## src/rtl/key_pkg.sv

```systemverilog
// Shared definitions for the push-button conditioner: filter FSM
// state encoding and the millisecond-to-cycle conversion.
package key_pkg;

  typedef logic [1:0] key_st_t;

  localparam key_st_t IDLE         = 2'd0;
  localparam key_st_t PRESS_FILT   = 2'd1;
  localparam key_st_t PRESSED      = 2'd2;
  localparam key_st_t RELEASE_FILT = 2'd3;

  function automatic int ms_to_cycles(
    input int freq_hz,
    input int ms
  );
    return freq_hz / 1000 * ms;
  endfunction

endpackage

```

## src/rtl/key_filter.sv

```systemverilog
// Single-key conditioner: 2-FF synchroniser, debounce FSM, optional
// long-press counter (enabled by KEY_LONG_PRESS_EN).
module key_filter
  import key_pkg::*;
#(
  parameter int DB_CYCLES   = 8,
  parameter int LONG_CYCLES = 32
) (
  input  logic clk,
  input  logic rst_n,
  input  logic key_n_i,
  output logic state_o,
  output logic press_o,
  output logic release_o,
  output logic long_o
);

  localparam int CW = $clog2(DB_CYCLES + 1);
  localparam logic [CW-1:0] CNT_LAST = CW'(DB_CYCLES - 1);

  if (DB_CYCLES < 2) begin : g_db_chk
    $error("key_filter: DB_CYCLES must be >= 2");
  end
  if (LONG_CYCLES <= DB_CYCLES) begin : g_long_chk
    $error("key_filter: LONG_CYCLES must exceed DB_CYCLES");
  end

  logic          sync1_q, sync1_d;
  logic          sync2_q, sync2_d;
  key_st_t       st_q, st_d;
  logic [CW-1:0] cnt_q, cnt_d;
  logic          state_q, state_d;
  logic          press_q, press_d;
  logic          rel_q, rel_d;

  always_ff @(posedge clk or negedge rst_n) begin
    if (!rst_n) begin
      sync1_q <= 1'b1;
      sync2_q <= 1'b1;
      st_q    <= IDLE;
      cnt_q   <= '0;
      state_q <= 1'b0;
      press_q <= 1'b0;
      rel_q   <= 1'b0;
    end else begin
      sync1_q <= sync1_d;
      sync2_q <= sync2_d;
      st_q    <= st_d;
      cnt_q   <= cnt_d;
      state_q <= state_d;
      press_q <= press_d;
      rel_q   <= rel_d;
    end
  end

  // Filter phases restart the count; any opposite sample is a bounce.
  always_comb begin
    sync1_d = key_n_i;
    sync2_d = sync1_q;
    st_d    = st_q;
    cnt_d   = cnt_q;
    unique case (st_q)
      IDLE: begin
        if (!sync2_q) begin
          st_d  = PRESS_FILT;
          cnt_d = '0;
        end
      end
      PRESS_FILT: begin
        if (sync2_q) st_d = IDLE;
        else if (cnt_q == CNT_LAST) st_d = PRESSED;
        else cnt_d = cnt_q + CW'(1);
      end
      PRESSED: begin
        if (sync2_q) begin
          st_d  = RELEASE_FILT;
          cnt_d = '0;
        end
      end
      RELEASE_FILT: begin
        if (!sync2_q) st_d = PRESSED;
        else if (cnt_q == CNT_LAST) st_d = IDLE;
        else cnt_d = cnt_q + CW'(1);
      end
      default: st_d = IDLE;
    endcase
  end

  always_comb begin
    press_d = (st_q == PRESS_FILT) && (st_d == PRESSED);
    rel_d   = (st_q == RELEASE_FILT) && (st_d == IDLE);
    state_d = (st_d == PRESSED) || (st_d == RELEASE_FILT);
  end

  assign state_o   = state_q;
  assign press_o   = press_q;
  assign release_o = rel_q;

`ifdef KEY_LONG_PRESS_EN
  localparam int LW = $clog2(LONG_CYCLES + 1);
  localparam logic [LW-1:0] LCNT_LAST = LW'(LONG_CYCLES - 1);
  localparam logic [LW-1:0] LCNT_PRE  = LW'(LONG_CYCLES - 2);

  logic [LW-1:0] lcnt_q, lcnt_d;
  logic          long_q, long_d;

  always_ff @(posedge clk or negedge rst_n) begin
    if (!rst_n) begin
      lcnt_q <= '0;
      long_q <= 1'b0;
    end else begin
      lcnt_q <= lcnt_d;
      long_q <= long_d;
    end
  end

  // Saturation at the last value gives one pulse per press,
  // even across release bounces.
  always_comb begin
    lcnt_d = '0;
    long_d = 1'b0;
    if (st_q == PRESSED || st_q == RELEASE_FILT) begin
      lcnt_d = lcnt_q;
      if (lcnt_q != LCNT_LAST) begin
        lcnt_d = lcnt_q + LW'(1);
        long_d = (lcnt_q == LCNT_PRE);
      end
    end
  end

  assign long_o = long_q;
`else
  assign long_o = 1'b0;
`endif

endmodule

```

## src/rtl/key_debounce.sv

```systemverilog
// Push-button conditioner: KEY_NUM independent synchronised, debounced
// keys. Long-press strobes only when KEY_LONG_PRESS_EN is defined.
module key_debounce
  import key_pkg::*;
#(
  parameter int CLK_FREQ_HZ = 50_000_000,
  parameter int DEBOUNCE_MS = 20,
  parameter int LONG_MS     = 1000,
  parameter int KEY_NUM     = 4
) (
  input  logic               clk,
  input  logic               rst_n,
  input  logic [KEY_NUM-1:0] key_n,
  output logic [KEY_NUM-1:0] key_state,
  output logic [KEY_NUM-1:0] key_press,
  output logic [KEY_NUM-1:0] key_release,
  output logic [KEY_NUM-1:0] key_long
);

  localparam int DB_CYCLES   = ms_to_cycles(CLK_FREQ_HZ, DEBOUNCE_MS);
  localparam int LONG_CYCLES = ms_to_cycles(CLK_FREQ_HZ, LONG_MS);

  for (genvar i = 0; i < KEY_NUM; i++) begin : g_key
    key_filter #(
      .DB_CYCLES  (DB_CYCLES),
      .LONG_CYCLES(LONG_CYCLES)
    ) u_filter (
      .clk      (clk),
      .rst_n    (rst_n),
      .key_n_i  (key_n[i]),
      .state_o  (key_state[i]),
      .press_o  (key_press[i]),
      .release_o(key_release[i]),
      .long_o   (key_long[i])
    );
  end

endmodule

```

## config.mk

```make
export PLATFORM = sky130hd
export DESIGN_NAME = key_debounce
export DESIGN_NICKNAME = d
export VERILOG_FILES = /design/src/rtl/key_pkg.sv /design/src/rtl/key_filter.sv /design/src/rtl/key_debounce.sv
export SDC_FILE = /design/constraint.sdc
export NUM_CORES = 1
export LEC_CHECK = 0
export ABC_AREA = 1
export ABC_CLOCK_PERIOD_IN_PS = 1900
export CORE_ASPECT_RATIO = 1.5
export CORE_UTILIZATION = 50
export DETAILED_ROUTE_END_ITERATION = 8
export PLACE_DENSITY = 0.67
export REMOVE_ABC_BUFFERS = 1
export SKIP_LAST_GASP = 1
export SLEW_MARGIN = 20
export SYNTH_ARGS = -nofsm -noshare
export SYNTH_HDL_FRONTEND = slang
export SYNTH_HIERARCHICAL = 1
export SYNTH_SLANG_ARGS = --single-unit
```

## constraint.sdc

```tcl
create_clock -name clk -period 1.9 [get_ports clk]
set_input_delay 0.57 -clock clk [delete_from_list [all_inputs] [get_ports clk]]
set_output_delay 0.57 -clock clk [all_outputs]
set_load 0.005 [all_outputs]
```

==> impl_metrics.csv <==
group,metric,value,unit
run_status,outcome,"completed",
drt,via_per_inst,5.272,
worst_setup_path,worstPathArrival,1.27,ns
sta,hold_ws,0.1342,ns
drt,wl,14560,um
worst_setup_path,worstSetupPathType,"register to output pin",
sta,hold_viol,0,
synthesis,netlist_area,0.006679,mm^2
run,cap_violations,0,
floorplanning,core_area,0.01302,mm^2
drt,wl_per_cell,13.09,um
worst_setup_path,cp.required,1.33,ns
worst_setup_path,crit_chain,"clkdlybuf4s50_1",
cells_and_area,drive_above_1_share,12.70,%
cts,numCtsBuffers,9,
cells_and_area,mostFrequentLayoutCell,"nand2_1",
floorplanning,num_rows,51,
cells_and_area,fin_cells,1112,
drt,drc_errors,0,
place,hpwlAfterDp,10720,um
floorplanning,die_height,143.6,um
worst_setup_path,crit_fanout,4,
sta,fin_worst_skew,0.009662,ns
drt,drt_iter0_drc,260,
cts,cts_resized,0,
sta,fin_setup_tns,0,ns
grt,overflow,0,
worst_setup_path,r2r_start,"g_key[0].u_filter/cnt_q[0]$_DFFE_PN0P_",
drt,vias,5863,
grt,grt_pass1_wl,24360,um
worst_setup_path,worstSetupEndpointType,"output pin",
pwr,leakage,3.069,nW
grt,grt_pass1_vias,5298,
synthesis,ys_async_sr_fraction,100.0,%
place,dp_cells,1096,
worst_hold_path,hp-class,"primary input to asynchronous set/reset pin",
drt,firstDrtPassIters,4,
synthesis,synth_ff_type,"dfrtp_1",
cts,clk_latency,0.34,ns
drt,drtAntennaViolNets,0,
synthesis,syn_inst,930,
sta,period_needed,1.839,ns
synthesis,yosys_warnings,6,
sta,setup_viol,0,
grt,antenna_found_initial,0,
cells_and_area,area_delta_synth_final,9.367,%
worst_setup_path,cp_num_buf_inv,1,
sta,fmax,543.7,MHz
sta,final_min_period_over_clock_period,96.81,%
floorplanning,start_util,51.31,%
cts,tritoncts,"yes",
worst_setup_path,cpPeakStageDelay,0.53,ns
place,io_buffer_count,17,
grt,grt_max_degree,42,
floorplanning,dieArea,0.01383,mm^2
cells_and_area,nNetsFinal,959,
cells_and_area,layout_common_cells,"nand2_1 (282), nor2_1 (128), nand3_1 (100), dfrtp_1 (96), inv_1 (86)",
synthesis,ys_seq_area_share,39.12,%
sta,rsz0062_at_grt,"false",
cts,cts_setup_buffers,0,
worst_setup_path,critical-path-slowest-cell,"clkdlybuf4s50_1",
floorplanning,die_w,96.37,um
worst_setup_path,crit_family,"buffers and inverters",
cts,clock-sinks,104,
synthesis,synth_cell_types,34,
place,routabilityCongestion,0.9062,
pwr,power,4.731,mW
pwr,irDropWorstVdd,565.3,uV
sta,finalMaxSlewViolations,0,
pwr,cellPowerDensity,647.7,mW/mm^2
worst_setup_path,crit_start,"g_key[3].u_filter/st_q[1]$_DFF_PN0_",
synthesis,synth_edf_count,0,
cts,htreeDepth,3,
synthesis,avgSynthCellArea,7.182,um^2
worst_setup_path,cp-start-kind,"register",
cts,cts_root_buf,"clkbuf_16",
cts,postCtsHoldBufs,0,
cells_and_area,utilization,56.11,%
cells_and_area,antenna_cells,0,
cts,clockBufferDepth,2,
cts,path_clk_slew,0.07,ns
grt,grt_use_total,22.34,%
floorplanning,io-pin-count,22,
synthesis,synth_seq_cells,104,
-- kinds of logic (layout without fill, tap and decap cells) --
family                     Yosys count  in the layout  share of synthesized area (%)
and+or+nand+nor                    604            604                          40.76
buffers and inverters              118            141                          9.029
DFF                                104            104                          39.12
AOI/OAI and AO/OA                   84             84                          8.543
xor gates and xnor gates            12             12                          1.574
adders and majority gates            4              4                         0.7494
other                                4              4                         0.2247
-- worst paths after layout --
| kind | to | slack [ns] | cells past startpoint |
|---|---|---|---|
| max | key_state[3] | 0.06 | 1 |
| min | g_key[1].u_filter/cnt_q[19]$_DFFE_PN0P_ | 0.13 | 1 |
| max reg2reg | g_key[0].u_filter/cnt_q[10]$_DFFE_PN0P_ | 0.21 | 7 |
| min reg2reg | g_key[2].u_filter/sync2_q$_DFF_PN1_ | 0.36 | 0 |
| max in group asynchronous | g_key[3].u_filter/sync2_q$_DFF_PN1_ | 1.15 | 2 |
| min in group clk | g_key[2].u_filter/sync2_q$_DFF_PN1_ | 0.36 | 0 |
-- area by class of cell --
type                    instances  area [um^2]
inverters                      90        337.8
clock buffers                  10        239.0
multi-input cells             708         3463
flip-flops and latches        104         2613
well taps                     159        198.9
fillers                      1296         5713
clock inverters                 5        105.1
repair buffers                 36        347.8
-- registers in the layout (all words and copies together), names as in the netlist --
name and count:
g_key.u_filter/release_o 4, g_key.u_filter/sync2_q 4, g_key.u_filter/sync1_q 4, g_key.u_filter/cnt_q 80, g_key.u_filter/st_q 8, g_key.u_filter/press_o 4
-- stage by stage --
stage	instance area (um^2)	setup WS [ns]
6_report	7305	0.06066
3_5_place_dp	6953	0.2053
5_1_grt	7305	0.003883
4_1_cts	7297	0.03750
2_1_floorplan	6414	0.05597
3_3_place_gp	6953	0.2737
-- synthesized netlist by cell type, types with 6 or more instances --
| master | number | share of area [%] |
|---|---|---|
| xor2_1 | 8 | 1.0 |
| o21ai_1 | 14 | 1.0 |
| nand3_1 | 100 | 7.5 |
| a21oi_1 | 8 | 0.60 |
| nand2_1 | 282 | 16 |
| or2_2 | 8 | 0.75 |
| inv_1 | 86 | 4.8 |
| buf_2 | 7 | 0.52 |
| and2_1 | 8 | 0.75 |
| nand2_2 | 12 | 1.1 |
| o21ai_0 | 18 | 1.3 |
| nor3_1 | 8 | 0.60 |
| nand4_1 | 28 | 2.6 |
| dfstp_2 | 8 | 3.1 |
| nor2_2 | 6 | 0.56 |
| dfrtp_1 | 96 | 36 |
| nor2_1 | 128 | 7.2 |
| o21ai_2 | 32 | 4.2 |
| o21bai_1 | 12 | 1.3 |
| buf_4 | 7 | 0.79 |
-- layer usage --
layer / wire length (um) / track usage [%] / up-vias
met4: 439 / 8.978 / 0
met2: 7404 / 39.53 / 90
met5: 0 / 0 / -
met1: 6358 / 26.63 / 2731
met3: 356 / 3.333 / 34
li1: - / - / 3008
-- power by group --
part	internal, mW	switching, mW
clock	1.32	0.819
sequential	2.26	0.0439
combinational	0.0883	0.201
No activity file was read; power rests on OpenSTA's default activity.
==> RTL change 1: new RTL, same settings <==
Change the parameter `KEY_NUM` from 4 to 5.
--- a/src/rtl/key_debounce.sv
+++ b/src/rtl/key_debounce.sv
@@ -7,5 +7,5 @@
   parameter int DEBOUNCE_MS = 20,
   parameter int LONG_MS     = 1000,
-  parameter int KEY_NUM     = 4
+  parameter int KEY_NUM     = 5
 ) (
   input  logic               clk,
Ports: changed (5 resized); port bits go from 22 to 27. The function was not compared with the original's and may differ.
==> RTL change 1 against the original RTL <==
- synthesized area up 27%
- critical path depth unchanged
- setup slack improved by 0.80 ps
- routed wire length up 32%
- total power up 40%
- worst hold slack lost 89 ps
- synthesized cell count up 26%
- combinational power is 30% higher
- cell area is 30% higher
- sequential cell count rose by 27
==> RTL change 1: results (changes against the original RTL) <==
| Metric | Value |
|---|---|
| First-pass GRT wire length | `33370 um (+37%)` |
| Top cells by instance count after synthesis | `nand2_1 (354), nor2_1 (151), nand3_1 (130)` |
| Share of final-layout standard cells stronger than drive strength 1 | `15.89% (+3.2 points)` |
| TritonRoute pass-1 iters | `5 (+1)` |
| Area contributors post-synth | `dfrtp_1 (36%), nand2_1 (16%), nand3_1 (7.7%)` |
| Result of the run | `complete, no violations` |
| Routed vias | `7486 (+28%)` |
| Level count of the clock H-tree | `4 (+1)` |
| Highest ir drop seen on vdd | `0.5250 mV (-7.1%)` |
| Starting DRC count in detailed routing | `421 (+62%)` |
| Critical Path Fanout Max | `2 (-2)` |
| Starting Density | `51.67% (+0.36 points)` |
| Library cells used by synthesis | `37 (+8.8%)` |
| Gr usage total | `23.99% (+1.7 points)` |
| Reg-to-reg critical path startpoint | `g_key[4].u_filter/cnt_q[0]` |
| R2r endpoint | `g_key[4].u_filter/cnt_q[11]` |
| Routed WL per cell | `13.50 um (+3.1%)` |
| Fin crit share | `96.77% (about the same)` |
| Num CTS Buffers | `17 (+8)` |
| Critical path's largest stage delay | `500 ps (-30 ps)` |
| Number of setup buffers added after CTS | `4 (+4)` |
| Number of global-route vias before repair | `7205 (+36%)` |
| Cell depth of the worst flop-to-flop path | `8 (+1)` |
| Largest net degree at the start of global routing | `38 (-9.5%)` |
| Detailed placement HPWL | `14040 um (+31%)` |
| R2r setup slk | `250 ps (+40 ps)` |
| Post-synthesis sequential area ratio | `38.82% (-0.29 points)` |
RTL change 1: cell types whose count changed in the layout (fill, tap and decap cells not counted), moves of 4 or more:
cell	delta
clkbuf_16	+8
nand2_1	+72
nor2_2	+7
dfrtp_1	+25
inv_1	+22
nand2_2	+6
nand4_1	+8
o21ai_0	-4
buf_4	+11
clkinv_4	+6
o21ai_2	+19
nor2_1	+23
nand3_1	+30
RTL change 1: cells by family after synthesis:
| family | count (synthesis) | share of synthesized area, % |
|---|---|---|
| compound gates | 104 | 8.843 |
| buf+inv | 153 | 9.330 |
| other cells | 5 | 0.2215 |
| fa+ha+maj | 5 | 0.7381 |
| xor+xnor | 15 | 1.550 |
| simple gates | 758 | 40.49 |
| flops | 131 | 38.82 |
RTL change 1: per-stage QoR:
step	util, %	hold WS [ps]	cell area (um2)	cells
floorplan	-	274.4	8127	1135
global placement	54.11	345.8	8876	1391
detailed placement	54.11	348.4	8876	1391
CTS	57.96	41.86	9508	1427
global route	58.01	57.50	9515	1427
finish	58.01	45.60	9515	1427
RTL change 1: power breakdown:
group / total [uW] / internal [uW] / leakage [uW] / switching, uW
logic: 377 / 119 / 0.00204 / 258
clock network: 3320 / 1970 / 0.000288 / 1350
registers: 2910 / 2850 / 0.00177 / 55.1
RTL change 1: routing by layer:
metal	up-vias	track usage, %	wire length, um
li1	3832	-	-
met1	3440	28.02	7873
met2	165	42.73	10240
met3	49	3.592	577
met4	0	10.75	580
met5	-	0	0
RTL change 1: area by class of cell:
cell class / count / area, um2
flip-flops and latches: 131 / 3291
fillers: 1560 / 6888
clock inverters: 15 / 176.4
inverters: 117 / 441.7
repair buffers: 54 / 529.3
well taps: 206 / 257.7
multi-input cells: 887 / 4394
clock buffers: 17 / 425.4
==> RTL change 2: new RTL, same flow settings <==
Without the edit above. Add an input register stage for `key_n`, without a reset; this delays it by one clock.
--- a/src/rtl/key_debounce.sv
+++ b/src/rtl/key_debounce.sv
@@ -21,4 +21,10 @@
   localparam int LONG_CYCLES = ms_to_cycles(CLK_FREQ_HZ, LONG_MS);
 
+  logic [KEY_NUM-1:0] key_n_q;
+
+  always_ff @(posedge clk) begin
+      key_n_q <= key_n;
+  end
+
   for (genvar i = 0; i < KEY_NUM; i++) begin : g_key
     key_filter #(
@@ -28,5 +34,5 @@
       .clk      (clk),
       .rst_n    (rst_n),
-      .key_n_i  (key_n[i]),
+      .key_n_i  (key_n_q[i]),
       .state_o  (key_state[i]),
       .press_o  (key_press[i]),
Function: same outputs for any inputs over 4 cycles, from zero or initial values and one cycle with rst_n low; that may be too few to reach the edited logic, so the function may still have changed.
==> RTL change 2 against the original RTL <==
- sequential share of layout area up 0.71 points
- combinational power up 2%
- global-route usage down 0.53 points
- routed wire length down 1.4%
- synthesized area up 1.2%
- setup slack worse by 12 ps
- cell area up 1.1%
- sequential cell count up 4
- total power down 0.37%
- largest cell class unchanged
==> RTL change 2: results (changes against the original RTL) <==
| Metric | Value |
|---|---|
| DR WL met3 | `335 um (-5.9%)` |
| FILL cells | `1275 (-1.6%)` |
| Leakage power of the design | `0.003099 uW (+0.98%)` |
| Routed met2 length | `7449 um (+0.61%)` |
| Area used by multi-input combinational logic | `3466 um2 (about the same)` |
| Starting DRC count in detailed routing | `239 (-8.1%)` |
| Crit path capture | `key_state[2]` |
| DRC violation count after routing | `0 (unchanged)` |
| Xor/xnor cell area share of the yosys netlist | `1.555% (-0.019 points)` |
| Number of global-route vias before repair | `5480 (+3.4%)` |
| Detailed placement HPWL | `10470 um (-2.4%)` |
| Met2 Usage GRT | `40.03% (+0.50 points)` |
| Result of the run | `complete, no violations` |
| Compound-gate portion of the synthesized area | `8.441% (-0.10 points)` |
| Met1 Use GR | `26.20% (-0.43 points)` |
| Wire length after detailed routing | `14360 um (-1.4%)` |
| Met3 usage in global routing | `2.707% (-0.63 points)` |
| Combinational-cell power consumption | `295 uW (+2%)` |
| Clock Power | `2020 uW (-6%)` |
| Area contributors post-synth | `dfrtp_1 (36%), nand2_1 (16%), nand3_1 (7.4%)` |
| Area share of fa/ha/maj cells after synthesis | `0.7405% (-0.0089 points)` |
| Post-route minimum period | `1852 ps (+12.40 ps)` |
| Switching Share | `22.74% (+0.25 points)` |
| Placed cell count | `1100 (+0.36%)` |
| Reg-to-reg critical path startpoint | `g_key[3].u_filter/cnt_q[0]` |
| Gr usage total | `21.81% (-0.53 points)` |
| Routed WL per cell | `12.85 um (-1.8%)` |
| Switching component of the power | `1072 uW (+0.75%)` |
| Post-synthesis sequential area ratio | `39.84% (+0.72 points)` |
| Async SR Flop Fraction | `96.30% (-3.7 points)` |
| Min Hold Slack | `160.4 ps (+26.30 ps)` |
| Final worst clock skew | `8.801 ps (-0.8615 ps)` |
| Final net count | `963 (+0.42%)` |
| Via/cell ratio | `5.233 (-0.75%)` |
| Pre-CTS worst setup slack | `160.9 ps (-44.45 ps)` |
| First-pass GRT wire length | `24970 um (+2.5%)` |
| Wl on met1 | `6319 um (-0.61%)` |
| Share of final-layout standard cells stronger than drive strength 1 | `12.42% (-0.28 points)` |
| Routability Congestion | `0.9452 (+4.3%)` |
| Library cells used by synthesis | `35 (+2.9%)` |
| Worst setup path start | `g_key[2].u_filter/st_q[1]` |
[RTL change 2: cell count changes in the layout (fill, tap and decap cells not counted)]
cell / change
ha_1: -1
clkinvlp_4: -2
dfxtp_1: +4
bufinv_16: -1
buf_12: +2
buf_4: -2
clkbuf_1: +4
ha_2: +1
[RTL change 2: timing repair]
item,in CTS,in global routing
setup endpoints to repair,0,2
buffers inserted,0,1
gates resized for setup,0,1
hold buffers,0,0
[RTL change 2: final cells by class]
class / count / share of cell area, %
repair buffers: 36 / 5.051
flip-flops and latches: 108 / 36.47
clock buffers: 14 / 3.441
multi-input cells: 708 / 46.95
inverters: 90 / 4.576
well taps: 159 / 2.695
clock inverters: 2 / 0.8136
[RTL change 2: cell families (layout without fill, tap and decap cells)]
family	count (synthesis)	count (layout)
AND/OR/NAND/NOR	604	604
buffers and inverters	118	142
flip-flops	108	108
AO/OA/AOI/OAI	84	84
XOR/XNOR	12	12
adder cells (fa/ha/maj)	4	4
other	4	4
